## config.mk

```make
export PLATFORM = sky130hd
export DESIGN_NAME = ram_init_ctrl
export DESIGN_NICKNAME = d
export VERILOG_FILES = /design/src/rtl/ram_init_ctrl.sv
export SDC_FILE = /design/constraint.sdc
export NUM_CORES = 1
export LEC_CHECK = 0
export ABC_AREA = 1
export CELL_PAD_IN_SITES_DETAIL_PLACEMENT = 1
export CELL_PAD_IN_SITES_GLOBAL_PLACEMENT = 1
export CORE_MARGIN = 2
export CORE_UTILIZATION = 28
export CTS_CLUSTER_SIZE = 25
export DETAILED_ROUTE_END_ITERATION = 7
export PLACE_DENSITY_LB_ADDON = 0.1
export SYNTH_ARGS = -nofsm -noshare
export SYNTH_HDL_FRONTEND = slang
export SYNTH_SLANG_ARGS = --single-unit
```

## constraint.sdc

```tcl
create_clock -name clk -period 1.68 [get_ports clk]
set_clock_uncertainty 0.15 [all_clocks]
set_input_delay 0.336 -clock clk [delete_from_list [all_inputs] [get_ports clk]]
set_output_delay 0.336 -clock clk [all_outputs]
set_load 0.005 [all_outputs]
```

## src/rtl/ram_init_ctrl.sv

```systemverilog
// RAM initialisation controller: fills MEM_SIZE bytes from BASE_ADDR with
// 8-beat x 8-byte AXI INCR write bursts, one burst outstanding at a time.
//
// Ports:
//   clk, rst (async, active high)
//   AW: o_awid, o_awaddr, o_awlen, o_awsize, o_awburst, o_awvalid, i_awready
//   W : o_wdata, o_wstrb, o_wlast, o_wvalid, i_wready
//   B : i_bresp, i_bvalid, o_bready
//   status: o_init_done, o_init_error
//
// Optional macro RAM_INIT_PATTERN_EN: o_wdata = {beat addr, ~beat addr}
// instead of FILL_WORD.
module ram_init_ctrl #(
  parameter int unsigned MEM_SIZE  = 32'h10000,
  parameter logic [31:0] BASE_ADDR = 32'h0,
  parameter int unsigned ID_WIDTH  = 6,
  parameter logic [63:0] FILL_WORD = 64'h0,
  parameter int unsigned TIMEOUT   = 1024
) (
  input  logic                clk,
  input  logic                rst,
  output logic [ID_WIDTH-1:0] o_awid,
  output logic [31:0]         o_awaddr,
  output logic [7:0]          o_awlen,
  output logic [2:0]          o_awsize,
  output logic [1:0]          o_awburst,
  output logic                o_awvalid,
  input  logic                i_awready,
  output logic [63:0]         o_wdata,
  output logic [7:0]          o_wstrb,
  output logic                o_wlast,
  output logic                o_wvalid,
  input  logic                i_wready,
  input  logic [1:0]          i_bresp,
  input  logic                i_bvalid,
  output logic                o_bready,
  output logic                o_init_done,
  output logic                o_init_error
);

  localparam int unsigned NBURST = MEM_SIZE / 64;
  // One spare bit so the counter can never wrap.
  localparam int unsigned BW = $clog2(NBURST) + 1;
  localparam int unsigned TW = $clog2(TIMEOUT + 1);
  localparam logic [BW-1:0] LAST_BURST =
    (NBURST == 0) ? '0 : BW'(NBURST - 1);
  localparam logic [TW-1:0] TMO_LAST = TW'(TIMEOUT - 1);

  typedef enum logic [2:0] {
    IDLE,
    AW,
    W,
    B,
    DONE,
    ERR
  } state_t;

  state_t        state, state_d;
  logic [BW-1:0] burst_cnt, burst_d;
  logic [2:0]    beat_cnt, beat_d;
  logic [TW-1:0] tmo_cnt, tmo_d;
  logic          tmo_hit;

  assign tmo_hit = (tmo_cnt == TMO_LAST);

  always_ff @(posedge clk or posedge rst) begin
    if (rst) begin
      state     <= IDLE;
      burst_cnt <= '0;
      beat_cnt  <= '0;
      tmo_cnt   <= '0;
    end else begin
      state     <= state_d;
      burst_cnt <= burst_d;
      beat_cnt  <= beat_d;
      tmo_cnt   <= tmo_d;
    end
  end

  always_comb begin
    state_d      = state;
    burst_d      = burst_cnt;
    beat_d       = beat_cnt;
    tmo_d        = tmo_cnt;
    o_awvalid    = 1'b0;
    o_wvalid     = 1'b0;
    o_bready     = 1'b0;
    o_init_done  = 1'b0;
    o_init_error = 1'b0;
    unique case (state)
      IDLE: begin
        state_d = (NBURST == 0) ? DONE : AW;
      end
      AW: begin
        o_awvalid = 1'b1;
        if (i_awready) begin
          state_d = W;
          tmo_d   = '0;
        end else if (tmo_hit) begin
          state_d = ERR;
        end else begin
          tmo_d = tmo_cnt + 1'b1;
        end
      end
      W: begin
        o_wvalid = 1'b1;
        if (i_wready) begin
          tmo_d  = '0;
          beat_d = beat_cnt + 1'b1;
          if (beat_cnt == 3'd7) state_d = B;
        end else if (tmo_hit) begin
          state_d = ERR;
        end else begin
          tmo_d = tmo_cnt + 1'b1;
        end
      end
      B: begin
        o_bready = 1'b1;
        if (i_bvalid) begin
          tmo_d = '0;
          if (i_bresp != 2'b00) begin
            state_d = ERR;
          end else if (burst_cnt == LAST_BURST) begin
            state_d = DONE;
          end else begin
            burst_d = burst_cnt + 1'b1;
            state_d = AW;
          end
        end else if (tmo_hit) begin
          state_d = ERR;
        end else begin
          tmo_d = tmo_cnt + 1'b1;
        end
      end
      DONE: begin
        o_init_done = 1'b1;
      end
      ERR: begin
        o_init_done  = 1'b1;
        o_init_error = 1'b1;
      end
      default: begin
        state_d = IDLE;
      end
    endcase
  end

  assign o_awid    = '0;
  assign o_awlen   = 8'd7;
  assign o_awsize  = 3'd3;
  assign o_awburst = 2'b01;
  assign o_wstrb   = 8'hFF;
  assign o_wlast   = (state == W) && (beat_cnt == 3'd7);
  assign o_awaddr  = BASE_ADDR + (32'(burst_cnt) << 6);

`ifdef RAM_INIT_PATTERN_EN
  logic [31:0] beat_addr;
  assign beat_addr = o_awaddr + (32'(beat_cnt) << 3);
  assign o_wdata   = {beat_addr, ~beat_addr};
`else
  assign o_wdata   = FILL_WORD;
`endif

endmodule

```

---- Word level (Yosys, flattened, before mapping) ----
Index checks and enable logic that the tools add are counted.
storage, ports and cells
  latch bits .............................. 0
  bits in read-only memories .............. 0
  register bits after elaboration ......... 28
  memories ................................ 0
  bits in writable memories ............... 0
  input port bits ......................... 7
  output and inout port bits .............. 129
operators by class
  shift-type cells ........................ 0
  bitwise operators ....................... 3
  equal/unequal tests ..................... 9
  multiply operators ...................... 0
  add/subtract/negate cells ............... 3
  multiplexer cells ....................... 18
  reduce and logical (&&, ||, !) cells .... 8
  $lt $le $gt $ge ......................... 0
  div/mod/pow operators ................... 0
operator list
  operator                 count
  $mux W11                 4
  $pmux W11 S3             1
  $add A11 B1 Y11 const B  2
  $eq A11 B10 Y1 const B   2
  $mux W3                  7
  $pmux W3 S5              1
  $eq A3 B3 Y1 const B     3
  $eq A3 B2 Y1 const B     2
  $mux W1                  5
  $reduce_and A2 Y1        2
  $reduce_and A4 Y1        1
  $add A3 B1 Y3 const B    1
  $eq A3 B1 Y1 const B     1
  $logic_not A3 Y1         1
  $ne A3 B3 Y1 const B     1
  $not A1 Y1               3
  $reduce_bool A3 Y1       1
  $reduce_bool A2 Y1       1
  $reduce_or A2 Y1         1
  $logic_and A1 B1 Y1      1

---- Depth between registers and ports, before layout ----
  depth after elaboration ................. 5
  gate-level depth with buffers ........... 9
  depth with buffers taken out ............ 9

---- Least setup slack after synthesis ----
Ideal clock, no wire load.
  path type ............................... register to register
  start ................................... reg burst_cnt[0]
  end ..................................... reg burst_cnt[0]
  path buffers ............................ 1
  clock period less this slack ............ 1.579 ns
  setup time .............................. 0.127 ns
  cell stages (with the launch flop) ...... 8
  arrival time ............................ 1.301 ns
  path slack .............................. 0.101 ns
  cells stage by stage .................... dfrtp_1 > ha_1 > nand3_1 > nor2_2 > nand2_1 > nand3_2 > buf_6 > xnor2_2
on the way
  longest elaborated chain between the ends .. 3
  elaborated cells between the ends (all ways) .. 4
  classes of those cells .................. 1 x add/sub; 1 x eq/ne; 1 x bitwise; 1 x reduce/logical
ends and longest elaborated chain
  what                                                     line  source
  start: declaration                                       59    logic [BW-1:0] burst_cnt, burst_d;
  start signal: assignment                                 74    burst_cnt <= burst_d;
  branches (longest 3 deep; another with $add A11 B1 Y11)  --
Parallel ways; which one is timed is not known.
A chain may end at the register's enable or synchronous reset.

---- Worst setup path in the final report ----
  start ................................... reg state[2]
  end ..................................... out o_bready
on the way
  longest elaborated chain between the ends .. 2
ends and longest elaborated chain
  what                      line  source
  start: declaration        58    state_t state, state_d;
  start signal: assignment  73    state <= state_d;
  $eq A3 B2 Y1              90    unique case (state)
  $mux W1                   90
  end: declaration          36    output logic o_bready,
Every way passes these cells.

==> results.json <==
{
  "fillers": 1137,
  "drtPass1Iterations": 3,
  "tns_ps": -491,
  "avgViaCountPerCell": 3.86,
  "drive_gt1_share_pct": 34.2,
  "clk_latency_ps": 280,
  "synth_cell_type_count": 30,
  "max_freq_mhz": 562,
  "grt_pass1_vias": 2024,
  "area.growth.synth_to_final_pct": 31.6,
  "track_usage_pct": 12.1,
  "status": "finished with violations",
  "drt-total-wl_mm": 6.26,
  "r2r_end": "burst_cnt[0]",
  "min_period_over_period_pct": 106,
  "drt_iter0_drc": 26,
  "num_vias": 2136,
  "finalHoldViolCount": 0,
  "startpoint_type": "flop",
  "startpoint": "state[2]",
  "wl_per_cell_um": 11.3,
  "crit_required_ps": 1190,
  "drc_errors": 0,
  "grt_pass1_wl_mm": 9.99,
  "clk_path_buf_depth": 2,
  "crit_fanout": 3,
  "seq_area_frac_synth_pct": 26.6,
  "ys_seq_elements": 28,
  "synth_area_per_cell_um2": 7.47,
  "peakVddDrop_v": 0.000519,
  "antenna_found_initial": 0,
  "yosys_warnings": 0,
  "setup_ws_ps": -100,
  "chipHeight_um": 101,
  "ant_nets": 0,
  "syn-cell-area_mm2": 0.00264,
  "r2r_cells": 9,
  "antenna_cells": 0,
  "grt_setup_unrepaired": "yes",
  "finalSetupViolations": 8,
  "syn_inst": 353,
  "initial_utilization_pct": 28.7,
  "max_stage_delay_ps": 390,
  "slowest_stage": "dfrtp_1",
  "r2r_slack_ps": -30,
  "powerDensity_mw_per_mm2": 1140,
  "r2r-start": "state[2]",
  "p_leak_nw": 1.88,
  "portBuffers": 23,
  "final_area_mm2": 0.00347,
  "violations": "setup timing",
  "die_x_um": 101,
  "maxCapViolCount": 0,
  "pin_count": 136,
  "place_area_mm2": 0.00289,
  "gp_congestion": 0.729,
  "path_cells": "inv_2, buf_6, nand2_4, buf_12, nor2_4, buf_2",
  "crit_type": "reg -> out",
  "hpwl_mm": 4.65,
  "cts_tree": "built",
  "coreArea_mm2": 0.00920,
  "cts.clk_slew.worst_paths_ps": 110,
  "grt_max_degree": 29,
  "fin_crit_ps": 1780,
  "hold_path.class": "in -> async",
  "root_buffer": "clkbuf_8",
  "drv_slew": 0,
  "endpoint_kind": "primary output",
  "grt_overflow": 0,
  "crit_arrival_ps": 1290,
  "nets": 454,
  "cts_max_level": 1,
  "numCtsBuffers": 3,
  "cts.sinks": 28,
  "rows": 35,
  "die_area_mm2": 0.0102
}
[worst max path at each step]
stage / slack (ps) / cells past startpoint / end
after floorplan: 100 / 7 / burst_cnt[0]
after CTS: -140 / 7 / o_wlast
after detailed placement: -200 / 8 / burst_cnt[5]
after global routing: -190 / 7 / o_wlast
final: -100 / 6 / o_bready
after global placement: -170 / 7 / burst_cnt[0]
[layout by cell type, fill, tap and decap left out, drive strengths merged, types with 7 or more instances in the layout]
cell type / netlist / final
nand2: 85 / 85
nand3: 19 / 19
clkdlybuf4s50: 0 / 7
dfrtp: 28 / 28
conb: 2 / 112
buf: 115 / 72
inv: 33 / 32
o21ai: 7 / 7
nand4: 7 / 7
nor2: 31 / 31
[state kept, by name, indices dropped and copies added, names as in the netlist]
name and cells:
beat_cnt 3, burst_cnt 11, state 3, tmo_cnt 11
[timing repair]
action | CTS | global route
cloned | 0 | 0
hold buffers | 0 | 0
pin swaps | 2 | 21
resized for setup | 54 | 86
buffers inserted | 14 | 10
endpoints found under the setup margin | 27 | 37
[metrics by stage]
stage	util [%]	instances	hold slack (ps)	setup WS, ps	power (mW)
2_1_floorplan	-	463	251	101	2.03
3_3_place_gp	31.5	525	353	-167	2.66
3_5_place_dp	31.5	525	360	-204	2.68
4_1_cts	33.7	543	235	-137	3.35
5_1_grt	37.8	553	248	-187	4.30
6_report	37.8	553	232	-100	3.95
[cell usage after synthesis]
master | instances | share of area (%)
buf_4 | 112 | 32
nand2_1 | 82 | 12
inv_1 | 29 | 4.1
dfrtp_1 | 28 | 27
nor2_1 | 27 | 3.8
nand3_1 | 17 | 3.2
nand4_1 | 5 | 1.2
nor3_1 | 5 | 0.95
ha_1 | 4 | 1.9
inv_2 | 4 | 0.57
o21ai_0 | 4 | 0.76
xnor2_1 | 4 | 1.3
xor2_1 | 4 | 1.3
buf_6 | 3 | 1.3
nand2_4 | 3 | 1.3
o21ai_2 | 3 | 1.0
conb_1 | 2 | 0.28
mux2_4 | 2 | 1.1
nand3_2 | 2 | 0.76
nor2_2 | 2 | 0.47
nor2_4 | 2 | 0.85
a21oi_1 | 1 | 0.19
a21oi_2 | 1 | 0.33
a41oi_1 | 1 | 0.33
nand4_2 | 1 | 0.47
nand4_4 | 1 | 0.81
o211ai_1 | 1 | 0.28
o21bai_1 | 1 | 0.28
o31ai_1 | 1 | 0.28
xnor2_2 | 1 | 0.62
[critical path: cells and delay by family (launching register included)]
family	cells	cell delay (ps)
buffers and inverters	4	450
flip-flops	1	390
AND/OR/NAND/NOR	2	180
[final cells by class]
type | count | area [µm²] | share of cell area, %
clock buffers | 4 | 55.1 | 1.59
flip-flops and latches | 28 | 709 | 20.4
inverters | 33 | 141 | 4.07
multi-input cells | 287 | 1600 | 46.2
repair buffers | 90 | 825 | 23.7
well taps | 111 | 139 | 4.00
[cells by family (layout without fill, tap and decap cells)]
group / Yosys count / in the layout / share of synthesized area [%]
adder cells (fa/ha/maj): 4 / 4 / 1.90
flip-flops: 28 / 28 / 26.6
XOR/XNOR: 9 / 9 / 3.27
AND/OR/NAND/NOR: 147 / 147 / 25.5
other: 2 / 112 / 0.285
buffers and inverters: 148 / 127 / 37.9
multiplexers: 2 / 2 / 1.14
AO/OA/AOI/OAI: 13 / 13 / 3.46
[layer usage]
metal | part of all wire [%] | GRT usage [%] | vias to the layer above
met3 | 5.1 | 0.971 | 2
met2 | 48 | 19.7 | 92
met5 | 0 | 0 | -
met4 | 0.75 | 3.12 | 0
met1 | 46 | 17.3 | 996
li1 | - | - | 1046
[where the power goes]
| group | total (mW) | switching (mW) | leakage [nW] | internal, mW |
|---|---|---|---|---|
| sequential | 0.939 | 0.114 | 0.358 | 0.824 |
| combinational | 2.57 | 1.27 | 1.49 | 1.31 |
| clock | 0.437 | 0.227 | 0.0288 | 0.210 |
(Power assumes the default switching activity.)
